===== config.mk =====
export PLATFORM = sky130hd
export DESIGN_NAME = rgb_light_sequencer
export DESIGN_NICKNAME = d
export VERILOG_FILES = /design/src/rtl/rgb_light_sequencer.sv
export SDC_FILE = /design/constraint.sdc
export NUM_CORES = 1
export LEC_CHECK = 0
export CAP_MARGIN = 25
export CORE_MARGIN = 5
export CORE_UTILIZATION = 45
export CTS_BUF_LIST = sky130_fd_sc_hd__clkbuf_2
export DETAILED_ROUTE_END_ITERATION = 8
export GPL_TIMING_DRIVEN = 0
export HOLD_SLACK_MARGIN = 0.05
export PLACE_DENSITY = 0.73
export SYNTH_ARGS = -nofsm -noshare
export SYNTH_HDL_FRONTEND = slang
export SYNTH_SLANG_ARGS = --single-unit

===== constraint.sdc =====
create_clock -name i_clk -period 1.8 [get_ports i_clk]
set_input_delay 0.18 -clock i_clk [delete_from_list [all_inputs] [get_ports i_clk]]
set_output_delay 0.18 -clock i_clk [all_outputs]
set_load 0.005 [all_outputs]

===== src/rtl/rgb_light_sequencer.sv =====
// rgb_light_sequencer
//   Drives a 3*CW-bit RGB light bus from a six-colour sequence. The colour can
//   be stepped by a button (manual), stepped by a free-running period counter
//   (auto), overridden to white, or switched off. Each lit channel is driven
//   at the level given by i_brightness.
//
// Parameters
//   CW          bits per colour channel
//   AUTO_PERIOD clock cycles between colour advances in auto mode (>= 2)
//   FADE_STEP   per-cycle channel step when fading is built in (1 .. 2^CW-1)
//
// Build option
//   RGB_FADE_EN  when defined, each channel ramps toward its target by at most
//                FADE_STEP per cycle instead of jumping to it.
//
// Ports
//   i_clk         system clock, rising edge
//   i_rst         synchronous active-high reset
//   i_mode        00 off, 01 white, 10 manual cycle, 11 auto cycle
//   i_button      synchronous level; a rising edge advances the colour
//   i_brightness  on-level applied to every lit channel
//   o_colour_idx  current colour code 1..6 (bit0 R, bit1 G, bit2 B)
//   o_changed     one-cycle pulse after o_colour_idx updates
//   o_light       registered RGB: red [3CW-1:2CW], green [2CW-1:CW], blue [CW-1:0]
module rgb_light_sequencer #(
    parameter int CW          = 8,
    parameter int AUTO_PERIOD = 50000000,
    parameter int FADE_STEP   = 1
) (
    input  logic            i_clk,
    input  logic            i_rst,
    input  logic [1:0]      i_mode,
    input  logic            i_button,
    input  logic [CW-1:0]   i_brightness,
    output logic [2:0]      o_colour_idx,
    output logic            o_changed,
    output logic [3*CW-1:0] o_light
);

    typedef enum logic [1:0] {
        M_OFF    = 2'b00,
        M_WHITE  = 2'b01,
        M_MANUAL = 2'b10,
        M_AUTO   = 2'b11
    } mode_t;

    // Code bits map directly onto channels: bit0 R, bit1 G, bit2 B.
    typedef enum logic [2:0] {
        C_RED     = 3'd1,
        C_GREEN   = 3'd2,
        C_YELLOW  = 3'd3,
        C_BLUE    = 3'd4,
        C_MAGENTA = 3'd5,
        C_CYAN    = 3'd6
    } colour_t;

    localparam int               CNTW     = (AUTO_PERIOD > 2) ? $clog2(AUTO_PERIOD) : 1;
    localparam logic [CNTW-1:0]  CNT_LAST = CNTW'(AUTO_PERIOD - 1);

    colour_t                r_colour;
    logic                   r_btn_q;
    logic [CNTW-1:0]        r_cnt;
    logic                   r_changed;
    logic [2:0][CW-1:0]     r_light;   // [2] red, [1] green, [0] blue

    mode_t                  w_mode;
    logic                   w_btn_edge;
    logic                   w_term;
    logic                   w_advance;
    colour_t                w_colour_next;
    logic [2:0][CW-1:0]     w_target;
    logic [2:0][CW-1:0]     w_light_next;

    assign w_mode     = mode_t'(i_mode);
    assign w_btn_edge = i_button & ~r_btn_q;
    assign w_term     = (w_mode == M_AUTO) && (r_cnt == CNT_LAST);

    // A button edge landing on the terminal count still yields one advance.
    assign w_advance  = ((w_mode == M_MANUAL) && w_btn_edge) ||
                        ((w_mode == M_AUTO) && (w_btn_edge || w_term));

    assign w_colour_next = (r_colour == C_CYAN) ? C_RED : colour_t'(r_colour + 3'd1);

    // Per-channel target and next-value logic. Channel ch uses code bit (2-ch).
    for (genvar ch = 0; ch < 3; ch++) begin : g_chan
        always_comb begin
            w_target[ch] = '0;
            case (w_mode)
                M_WHITE:         w_target[ch] = i_brightness;
                M_MANUAL, M_AUTO: if (r_colour[2-ch]) w_target[ch] = i_brightness;
                default:         w_target[ch] = '0;
            endcase
        end

`ifdef RGB_FADE_EN
        localparam logic [CW-1:0] STEP = CW'(FADE_STEP);
        logic [CW-1:0] w_diff;

        // Step toward the target, landing exactly on it when closer than STEP.
        always_comb begin
            w_diff           = '0;
            w_light_next[ch] = r_light[ch];
            if (w_target[ch] > r_light[ch]) begin
                w_diff           = w_target[ch] - r_light[ch];
                w_light_next[ch] = (w_diff > STEP) ? r_light[ch] + STEP : w_target[ch];
            end else if (w_target[ch] < r_light[ch]) begin
                w_diff           = r_light[ch] - w_target[ch];
                w_light_next[ch] = (w_diff > STEP) ? r_light[ch] - STEP : w_target[ch];
            end
        end
`else
        assign w_light_next[ch] = w_target[ch];
`endif
    end

    always_ff @(posedge i_clk) begin
        if (i_rst) begin
            r_colour  <= C_RED;
            r_btn_q   <= 1'b0;
            r_cnt     <= '0;
            r_changed <= 1'b0;
            r_light   <= '0;
        end else begin
            // Tracked in every mode so a button held across a mode change
            // does not produce a late edge.
            r_btn_q   <= i_button;
            r_changed <= w_advance;
            r_light   <= w_light_next;
            if (w_advance)
                r_colour <= w_colour_next;
            // Counter only runs in auto mode; any advance restarts the period.
            if ((w_mode == M_AUTO) && !w_advance)
                r_cnt <= r_cnt + 1'b1;
            else
                r_cnt <= '0;
        end
    end

    assign o_colour_idx = r_colour;
    assign o_changed    = r_changed;
    assign o_light      = r_light;

endmodule


# [Word level (Yosys, flattened, before mapping)]
# Index checks and enable logic that the tools add are counted.
# Widths: inputs -> output; s select.
[op_classes] muxes=7 addsub=2 n_bitwise=3 n_reduce_logical=9 n_eq_ne=5
[op_table] op="$pmux 8 s2" count=3
[op_table] op="$add 26x1->26 const B" count=1
[op_table] op="$eq 26x26->1 const B" count=1
[op_table] op="$mux 8" count=3
[op_table] op="$eq 2x2->1 const B" count=2
[op_table] op="$logic_and 1x1->1" count=4
[op_table] op="$reduce_or 2->1" count=2
[op_table] op="$add 3x1->3 const B" count=1
[op_table] op="$eq 3x3->1 const B" count=1
[op_table] op="$mux 3" count=1
[op_table] op="$eq 2x1->1 const B" count=1
[op_table] op="$logic_or 1x1->1" count=2
[op_table] op="$not 1->1" count=2
[op_table] op="$and 1x1->1" count=1
[op_table] op="$logic_not 1->1" count=1
[totals] inputBits=13 output_inout_bits=28 wordCells=33 ff_bits=55

# [Longest topological paths before layout]
# Gate-level depths: netlist of the first run.
[depth] depth_word=9 mapped_depth=7 ltp_nobuf=5

# [Worst setup path before layout of the first run]
# OpenSTA, ideal clock, no wires.
[synth_path] path_type="reg2reg" from="register r_cnt[0]" to="register r_cnt[24]" setup_slack_ns=-0.091 n_path_buf=1 synth_period_minus_slack_ns=1.891 required_time_ns=1.729 setup_time_ns=0.071 t_arrival_ns=1.820 stages_incl_launch_ff=7 path_cell_list="dfxtp_1 -> ha_1 -> nand4_1 -> or4_1 -> buf_2 -> or4_1 -> a21oi_1"
[synth_between] elab_chain_cells=9 word_cells_on_any_way=10 cone_classes="add/sub: 1; eq/ne: 1; bitwise: 1; reduce/logical: 7"
[synth_rtl] element="start: declaration" line_no="62" rtl="logic [CNTW-1:0] r_cnt;"
[synth_rtl] element="start signal: assignment" line_no="133" rtl="r_cnt <= r_cnt + 1'b1;"
[synth_rtl] element="branches (longest 9 deep; another with $add 26x1->26)"
# Parallel ways; which one is timed is not known.
# A chain may end at the register's enable or synchronous reset.

# [Worst setup path in the final report of the first run]
[layout_path] from="register r_cnt[1]" to="register r_cnt[24]"
# The elaborated chain is that of the path after synthesis.

==> reports/metrics.csv, run 1 <==
metric,value,unit
status,"complete, but fails checks",
ys_warn_count,0,
peakVddDrop,0.5875,mV
critPathKind,flop to flop,
drt_iter0_markers,73,
die_w,78.98,um
finalSetupTns,-0.1179,ns
cts_max_level,2,
cts-root-buf,clkbuf_2,
layout-drive-gt1-share,17.99,%
clkLatencyLatePin,0.46,ns
synth_top_family_by_area,simple AND/OR/NAND/NOR gates,
synth_cell_types,34,
syn_to_final_growth,33.14,%
ff2ff_setup_slack,-0.09,ns
gp_congestion,0.8131,
cts_buffers,5,
hold_start,i_rst,
core-area,4661,sq um
grt_util_all_layers,15.87,%
fmax,527.7,MHz
hold_path_depth,3,
start_kind,flop,
holdCritPathClass,input port to flop,
n_antenna_cell,0,
crit_arrival,2.32,ns
slew-limit-headroom,51.26,%
fillers,406,
setup_ws,-0.09487,ns
grt_max_degree,20,
synth_xor_area_share,6.137,%
antenna_found_initial,0,
numClockSinks,55,
power.density,685.9,nW/um^2
yosysSeqAreaShare,51.43,%
final_cells,343,
start_util,45.93,%
rr_worst_depth,6,
overflow,0,
finalClockSkew,0.03177,ns
failed_checks,negative setup slack,
timing.rr.start,r_cnt[1],
cts_tree,yes,
ant_nets,0,
drt-wirelength-per-cell,14.07,um
synthCells,233,
syn_nets,247,
die-area,6237,sq um
grt_pass1_vias,1729,
synthMuxAreaShare,0.4676,%
fin_nets,302,
postCtsHoldBufs,0,
clk_pin_slew,0.30,ns
yosys.area_share.simple,32.55,%
worstMarginPinSlew,0.7312,ns
synth-compound-area-share,6.838,%
min_to,o_colour_idx[0],
rsz0062_at_grt,yes,
drt_first_pass_iters,4,
rows,25,
p_leak,0.9688,nW
dp_hpwl,3284,um
synth_fa_ha_area_share,0.5845,%
r2r_end,r_cnt[24],
drc_errors,0,
timing.final.crit_share,105.3,%
cp-end-kind,flop,
maxSlewViolCount,0,
syn_avg_cell_area,9.188,sq um
hold_violations,0,
worstPathMaxFanout,5,
grt_pass1_wl,7928,um
ys_ff_latch,55,
fp.dieH,78.98,um
setup_viol,3,
cts_max_path_buffers,2,
maxCapViolCount,0,
port_buffers,39,
placed_cells,326,
routed_wl,4826,um
syn_area,2141,sq um
critPathRequiredTime,2.23,ns
via_per_inst,5.385,
num_vias,1847,
layout_min_cycle_time,1.895,ns
num_io_pins,41,
## per-stage QoR
step                cell area, sq um  hold slack, ns  total power, W  setup WS, ns  util, %
floorplan                       2158          0.3082        0.001358      -0.02160        -
detailed placement              2616          0.4604        0.001464       -0.7002    56.13
finish                          2850          0.1398        0.001955      -0.09487    61.15
global route                    2850          0.1139        0.002066       -0.1652    61.15
global placement                2616          0.4536        0.001463       -0.6588    56.13
CTS                             2798          0.1421        0.001981       -0.1052    60.03
## logic make-up (layout without fill, tap and decap cells)
| family | Yosys count | in the layout |
|---|---|---|
| xor gates and xnor gates | 15 | 15 |
| DFF | 55 | 55 |
| and+or+nand+nor | 123 | 123 |
| muxes | 1 | 1 |
| adders and majority gates | 1 | 1 |
| buffers and inverters | 11 | 67 |
| AOI/OAI and AO/OA | 27 | 27 |
## worst max path at each step
stage,startpoint,endpoint,cells after the start
finish,r_cnt[1],r_cnt[24],6
global placement,i_mode[1],r_cnt[9],6
global route,r_cnt[1],r_cnt[24],6
CTS,r_cnt[1],r_cnt[24],6
detailed placement,i_mode[1],r_cnt[14],6
floorplan,r_cnt[0],r_cnt[24],6
## synthesized netlist by cell type
master	count	area share, %
nor4bb_1	3	1.4
nand4_2	3	1.8
mux2i_1	1	0.47
or4b_1	1	0.47
o21ai_0	7	1.6
and3b_1	1	0.41
or4_1	5	1.8
nor4_1	4	1.2
o21ai_1	1	0.23
nor3b_1	4	1.4
nor4b_1	1	0.41
and4_1	5	2.0
nor3_1	4	0.94
nand3_4	1	0.82
or4_4	1	0.53
clkbuf_1	6	1.1
dfxtp_1	55	51
buf_2	1	0.23
nand4_1	5	1.5
and3_1	3	0.88
nor2_1	45	7.9
a21oi_1	15	3.5
nand3_1	12	2.8
xor2_1	4	1.6
or3_1	5	1.5
o31ai_1	3	1.1
nand2b_1	8	2.3
o41ai_1	1	0.41
and3_2	1	0.35
nor2b_1	3	0.88
nand2_1	8	1.4
ha_1	1	0.58
xnor2_1	11	4.5
inv_1	4	0.70
## cell type report
type                    count  area (sq um)  share of cell area [%]
plain buffers               6         37.54                   1.317
inverters                   4         15.01                  0.5268
multi-input cells         167          1079                   37.84
repair buffers             49         469.2                   16.46
clock buffers               5         25.02                  0.8780
well taps                  54         67.56                   2.371
flip-flops and latches     55          1130                   39.64
clock inverters             3         27.53                  0.9658
## cell usage in the layout, fill, tap and decap left out, types with 5 or more instances in the layout
master,instances
nand4_1,5
or3_1,5
dfxtp_4,5
nand2b_1,8
a21oi_1,11
nor2_1,45
dfxtp_1,42
nand2_1,8
buf_4,9
and4_1,5
dfxtp_2,8
xnor2_1,11
clkdlybuf4s50_1,39
clkbuf_2,5
or4_4,6
nand3_1,12
## sequential cells by signal, summed over array words and instances (netlist names)
signal        count
o_changed         1
r_cnt            26
r_btn_q           1
o_light          24
o_colour_idx      3
## metal layers
layer  track usage, %  wire (um)
met2            26.18       2285
met3            4.762        265
met5                0          0
met4            6.701        102
met1            19.17       2171
## critical path: stages, from the launching register on
cell and delay (ns):
dfxtp_4 0.43, ha_4 0.13, nand4_1 0.12, or4_4 0.51, buf_6 0.15, or4_4 0.42
a21oi_2 0.12
## power breakdown
part	total, W	switching, W	internal [W]	leakage (nW)
registers	0.00126	0.0000168	0.00125	0.455
clock network	0.000515	0.000406	0.000108	0.0311
logic	0.000176	0.0000756	0.000101	0.483
total	0.00196	0.000499	0.00146	0.969
## timing repair
item	in CTS	in global routing
hold endpoints to repair	0	0
gates cloned	1	0
resized for setup	20	19
pin swaps	7	4
setup endpoints to repair	26	26
setup buffers	9	1
No activity file was read; power rests on OpenSTA's default activity.
==> run 2, diff against run 1 <==
--- a/config.mk
+++ b/config.mk
@@ -5,7 +5,9 @@
 export SDC_FILE = /design/constraint.sdc
 export NUM_CORES = 1
 export LEC_CHECK = 0
+export ABC_CLOCK_PERIOD_IN_PS = 1800
 export CAP_MARGIN = 25
+export CORE_ASPECT_RATIO = 1.75
 export CORE_MARGIN = 5
 export CORE_UTILIZATION = 45
 export CTS_BUF_LIST = sky130_fd_sc_hd__clkbuf_2
==> run 2 against run 1 <==
  * The flow still finishes with violations (negative setup slack)
  * Clock skew is 0.019 ns lower
  * Highest routed layer unchanged
  * Routed wire length is 1.5% lower
  * Worst hold slack improved by 0.019 ns
  * Combinational power about the same
  * Via count fell by 0.92%
==> reports/metrics.csv, run 2 (synthesis results as in run 1) <==
metric,value,unit
status,"complete, but fails checks",
failed_checks,negative setup slack,
drt_iter0_markers,34,
finalClockSkew,0.01325,ns
numClockSinks,55,
grt_max_degree,17,
via_per_inst,5.414,
antenna_found_initial,0,
final_cells,338,
cts_buffers,5,
worstSetupEndpoint,r_cnt[24],
power.density,729.6,nW/um^2
setup_viol,5,
timing.rr.start,r_cnt[6],
power_frac_seq,62.2,%
hold_violations,0,
rsz0062_at_grt,yes,
grt_pass1_wl,8245,um
cp-end-kind,flop,
mostFrequentLayoutCell,dfxtp_1,
peakVddDrop,0.5262,mV
rows,33,
layout_common_cells,"46 x dfxtp_1, 45 x nor2_1, 39 x clkdlybuf4s50_1, 13 x a21oi_1, 12 x nand3_1",
syn_to_final_growth,30.45,%
hold-worst-slack,0.1587,ns
num_io_pins,41,
slew-limit-headroom,51.76,%
grt_pass1_vias,1786,
layout_min_cycle_time,1.922,ns
hold_path_depth,3,
postCtsHoldBufs,0,
dp_hpwl,3503,um
timing.final.crit_share,106.8,%
finalSetupTns,-0.3252,ns
cts-root-buf,clkbuf_2,
worstMarginPinSlew,0.7236,ns
rr_worst_depth,5,
pwr-share-comb,8.6,%
die_w,62.14,um
port_buffers,39,
cts_max_level,2,
p_leak,0.9411,nW
critPathRequiredTime,2.19,ns
p_int,0.001578,W
ant_nets,0,
worstPathMaxFanout,8,
clkLatencyLatePin,0.43,ns
ff2ff_setup_slack,-0.12,ns
swShare,22.56,%
grt_util_all_layers,15.73,%
maxCapViolCount,0,
core-area,4666,sq um
overflow,0,
routed_wl,4754,um
power_frac_clock,29.2,%
crit_arrival,2.31,ns
regMostFlops,r_cnt,
dpl-instance-area,2614,sq um
start_util,45.88,%
final_cell_area,2793,sq um
drc_errors,0,
maxSlewViolCount,0,
setup_ws,-0.1216,ns
cts_tree,yes,
gp_congestion,0.7480,
fin_nets,300,
fmax,520.4,MHz
n_antenna_cell,0,
hold_start,i_rst,
drt-wirelength-per-cell,14.07,um
r2r_end,r_cnt[24],
cts_max_path_buffers,2,
critPathKind,flop to flop,
p_switching,0.0004596,W
largest_register_ffs,26,
start_kind,flop,
placed_cells,324,
num_vias,1830,
layout-drive-gt1-share,14.34,%
drt_first_pass_iters,5,
clk_pin_slew,0.26,ns
crit_start,r_cnt[6],
die-area,6291,sq um
fp.dieH,101.2,um
holdCritPathClass,input port to flop,
-- run 2: power by group through the flow --
| stage | combinational [W] | sequential [W] | clock [W] |
|---|---|---|---|
| floorplan | 0.0000629 | 0.00129 | 0 |
| global placement | 0.000170 | 0.00129 | 0 |
| detailed placement | 0.000171 | 0.00129 | 0 |
| CTS | 0.000177 | 0.00127 | 0.000611 |
| global route | 0.000193 | 0.00127 | 0.000649 |
| finish | 0.000175 | 0.00127 | 0.000595 |
-- run 2: how the worst min path moves through the flow --
stage,end,slack (ns)
finish,o_colour_idx[0],0.16
global route,o_colour_idx[0],0.17
CTS,o_colour_idx[0],0.15
detailed placement,r_cnt[0],0.46
global placement,r_cnt[0],0.46
floorplan,r_btn_q,0.31
-- run 2: timing repair --
item	4_1_cts	5_1_grt
resized for setup	15	8
setup buffers	7	1
setup endpoints to repair	26	26
pin swaps	4	3
-- run 2: routing by layer --
metal  up-vias  track usage (%)  routed length (um)
met5         -                0                   0
met4         0            5.008                  65
met3         5            3.330                 209
met2        46            29.87                2594
met1       856            17.06                1885
li1        923                -                   -
-- run 2: metrics by stage --
step           setup slack [ns]  util (%)  power (W)
2_1_floorplan          -0.02160         -   0.001358
3_3_place_gp            -0.7394     56.02   0.001462
3_5_place_dp            -0.7969     56.02   0.001465
4_1_cts                 -0.1373     59.27   0.002056
5_1_grt                 -0.1879     59.86   0.002115
6_report                -0.1216     59.86   0.002037
-- run 2: layout make-up --
cell class                 count  area, sq um
buffer                         6        37.54
clock buffer                   5        25.02
clock inverter                 2        37.54
fill                         427         1873
inverter                       4        15.01
multi-input combinational    167         1045
sequential                    55         1117
tap                           52        65.06
timing repair buffer          47        450.4
-- run 2: worst max-delay path, cell delays in order (launching register included) --
cell and delay, ns:
dfxtp_1 0.49, nand3_4 0.15, or4_1 0.54, buf_6 0.15, or4_4 0.41, a21oi_2 0.13
==> run 3, diff against run 2 <==
==> constraint.sdc (replaced) <==
create_clock -name i_clk -period 1.8 [get_ports i_clk]
set_input_delay 0.36 -clock i_clk [delete_from_list [all_inputs] [get_ports i_clk]]
set_output_delay 0.36 -clock i_clk [all_outputs]
set_load 0.005 [all_outputs]
==> run 3 against run 2 <==
  * The flow still finishes with violations (negative setup slack)
  * Total power increased by 0.19%
  * Non-clock buffer count increased by 1
  * Die area unchanged
  * Clock skew decreased by 0.0024 ns
  * Utilization increased by 0.70 points
  * Sequential power about the same
  * Combinational power increased by 3%
  * Critical path depth unchanged
  * Worst setup slack got worse by 0.016 ns
  * Via count increased by 1.6%
  * Fmax decreased by 0.85%
  * Final cell count increased by 0.30%
  * Critical path type unchanged
==> reports/metrics.csv, run 3 (synthesis results as in run 1) <==
metric,value,unit
status,"complete, but fails checks",
failed_checks,negative setup slack,
final_core_util,60.55,%
cp-end-kind,flop,
grt_pass1_vias,1786,
p_leak,0.9533,nW
drt_iter0_markers,27,
hold_violations,0,
cts_tree,yes,
grt_util_all_layers,15.73,%
clk_pin_slew,0.26,ns
mostFrequentLayoutCell,nor2_1,
layout_min_cycle_time,1.938,ns
critPathKind,flop to flop,
p_int,0.001582,W
slew-limit-headroom,52.07,%
ant_nets,0,
critical_path.cell_chain,nand3_4 -> or4_1 -> buf_6 -> or4_4 -> a21oi_2,
power_frac_clock,29.0,%
crit_arrival,2.32,ns
min_to,o_colour_idx[0],
cts-root-buf,clkbuf_2,
max_stage_delay,0.55,ns
syn_to_final_growth,31.97,%
ff2ff_setup_slack,-0.14,ns
regMostFlops,r_cnt,
layout-drive-gt1-share,16.03,%
rsz0062_at_grt,yes,
p_switching,0.0004593,W
hold-worst-slack,0.3532,ns
finalClockSkew,0.01087,ns
placed_cells,324,
final_cells,339,
via_per_inst,5.484,
peakVddDrop,0.5061,mV
num_vias,1859,
finalSetupTns,-0.3633,ns
timing.final.crit_share,107.7,%
drt-wirelength-per-cell,14.19,um
rows,33,
hold_path_depth,3,
drt_first_pass_iters,4,
start_kind,flop,
cts_max_level,2,
cts_buffers,5,
setup_ws,-0.1381,ns
worstPathMaxFanout,8,
fp.dieH,101.2,um
r2r_end,r_cnt[24],
drc_errors,0,
gp_congestion,0.7480,
timing.rr.start,r_cnt[6],
setup_viol,6,
clkLatencyLatePin,0.43,ns
maxCapViolCount,0,
overflow,0,
cts_max_path_buffers,2,
pwr-share-comb,8.9,%
fmax,516.0,MHz
core-area,4666,sq um
postCtsHoldBufs,0,
critPathRequiredTime,2.19,ns
seq_area,1126,sq um
fin_nets,301,
grt_pass1_wl,8245,um
num_io_pins,41,
largest_register_ffs,26,
die_w,62.14,um
fillers,422,
rr_worst_depth,5,
start_util,45.88,%
power_frac_seq,62.1,%
dp_hpwl,3503,um
worstMarginPinSlew,0.7189,ns
multi_input_area,1059,sq um
n_antenna_cell,0,
dpl-instance-area,2614,sq um
maxSlewViolCount,0,
routed_wl,4812,um
hold_start,i_rst,
antenna_found_initial,0,
slowest_stage,or4_1,
final_cell_area,2825,sq um
holdCritPathClass,input port to flop,
grt_max_degree,17,
layout_common_cells,"45 x nor2_1, 43 x dfxtp_1, 38 x clkdlybuf4s50_1, 13 x a21oi_1, 12 x nand3_1",
die-area,6291,sq um
power.density,722.5,nW/um^2
swShare,22.50,%
port_buffers,39,
numClockSinks,55,
run 3: cell count changes in the layout (fill, tap and decap cells not counted), sizes merged:
cell / previous run / this run
clkdlybuf4s50: 39 / 38
buf: 10 / 11
dlymetal6s2s: 0 / 1
run 3: worst max-delay path by stage:
stage | start | endpoint | slack, ns
floorplan | r_cnt[0] | r_cnt[24] | -0.02
global placement | i_mode[1] | r_cnt[3] | -0.92
detailed placement | i_mode[1] | r_cnt[6] | -0.98
CTS | r_cnt[0] | r_cnt[24] | -0.14
global route | r_cnt[1] | r_cnt[24] | -0.19
finish | r_cnt[6] | r_cnt[24] | -0.14
run 3: layout make-up:
class | count | area share [%]
clock buffers | 5 | 0.8857
well taps | 52 | 2.303
multi-input cells | 167 | 37.47
plain buffers | 6 | 1.329
flip-flops and latches | 55 | 39.86
clock inverters | 2 | 1.329
repair buffers | 48 | 16.30
inverters | 4 | 0.5314
run 3: metrics by stage:
step	setup slack, ns	total power [W]
finish	-0.1381	0.002041
detailed placement	-0.9769	0.001465
global route	-0.1881	0.002121
global placement	-0.9194	0.001462
floorplan	-0.02160	0.001358
CTS	-0.1373	0.002058
run 3: power groups by stage:
stage | combinational [W] | sequential, W | clock [W]
final | 0.000181 | 0.00127 | 0.000593
after global routing | 0.000200 | 0.00127 | 0.000649
after CTS | 0.000177 | 0.00127 | 0.000611
after detailed placement | 0.000171 | 0.00129 | 0
after global placement | 0.000170 | 0.00129 | 0
after floorplan | 0.0000629 | 0.00129 | 0
run 3: critical path: cells and delay by family (launching register included):
family / cells / cell delay (ns)
simple gates: 3 / 1.11
compound gates: 1 / 0.13
buf+inv: 1 / 0.16
flops: 1 / 0.49
run 3: routing by layer:
metal	vias to the layer above	track usage [%]	share of wire, %
met3	5	3.330	4.5
met2	49	29.87	55
li1	925	-	-
met4	0	5.008	1.3
met1	880	17.06	39
met5	-	0	0
run 3: repair_timing:
item / in CTS / in global routing
setup buffers: 7 / 2
pin swaps: 4 / 2
gates resized for setup: 18 / 13
setup endpoints to repair: 29 / 29
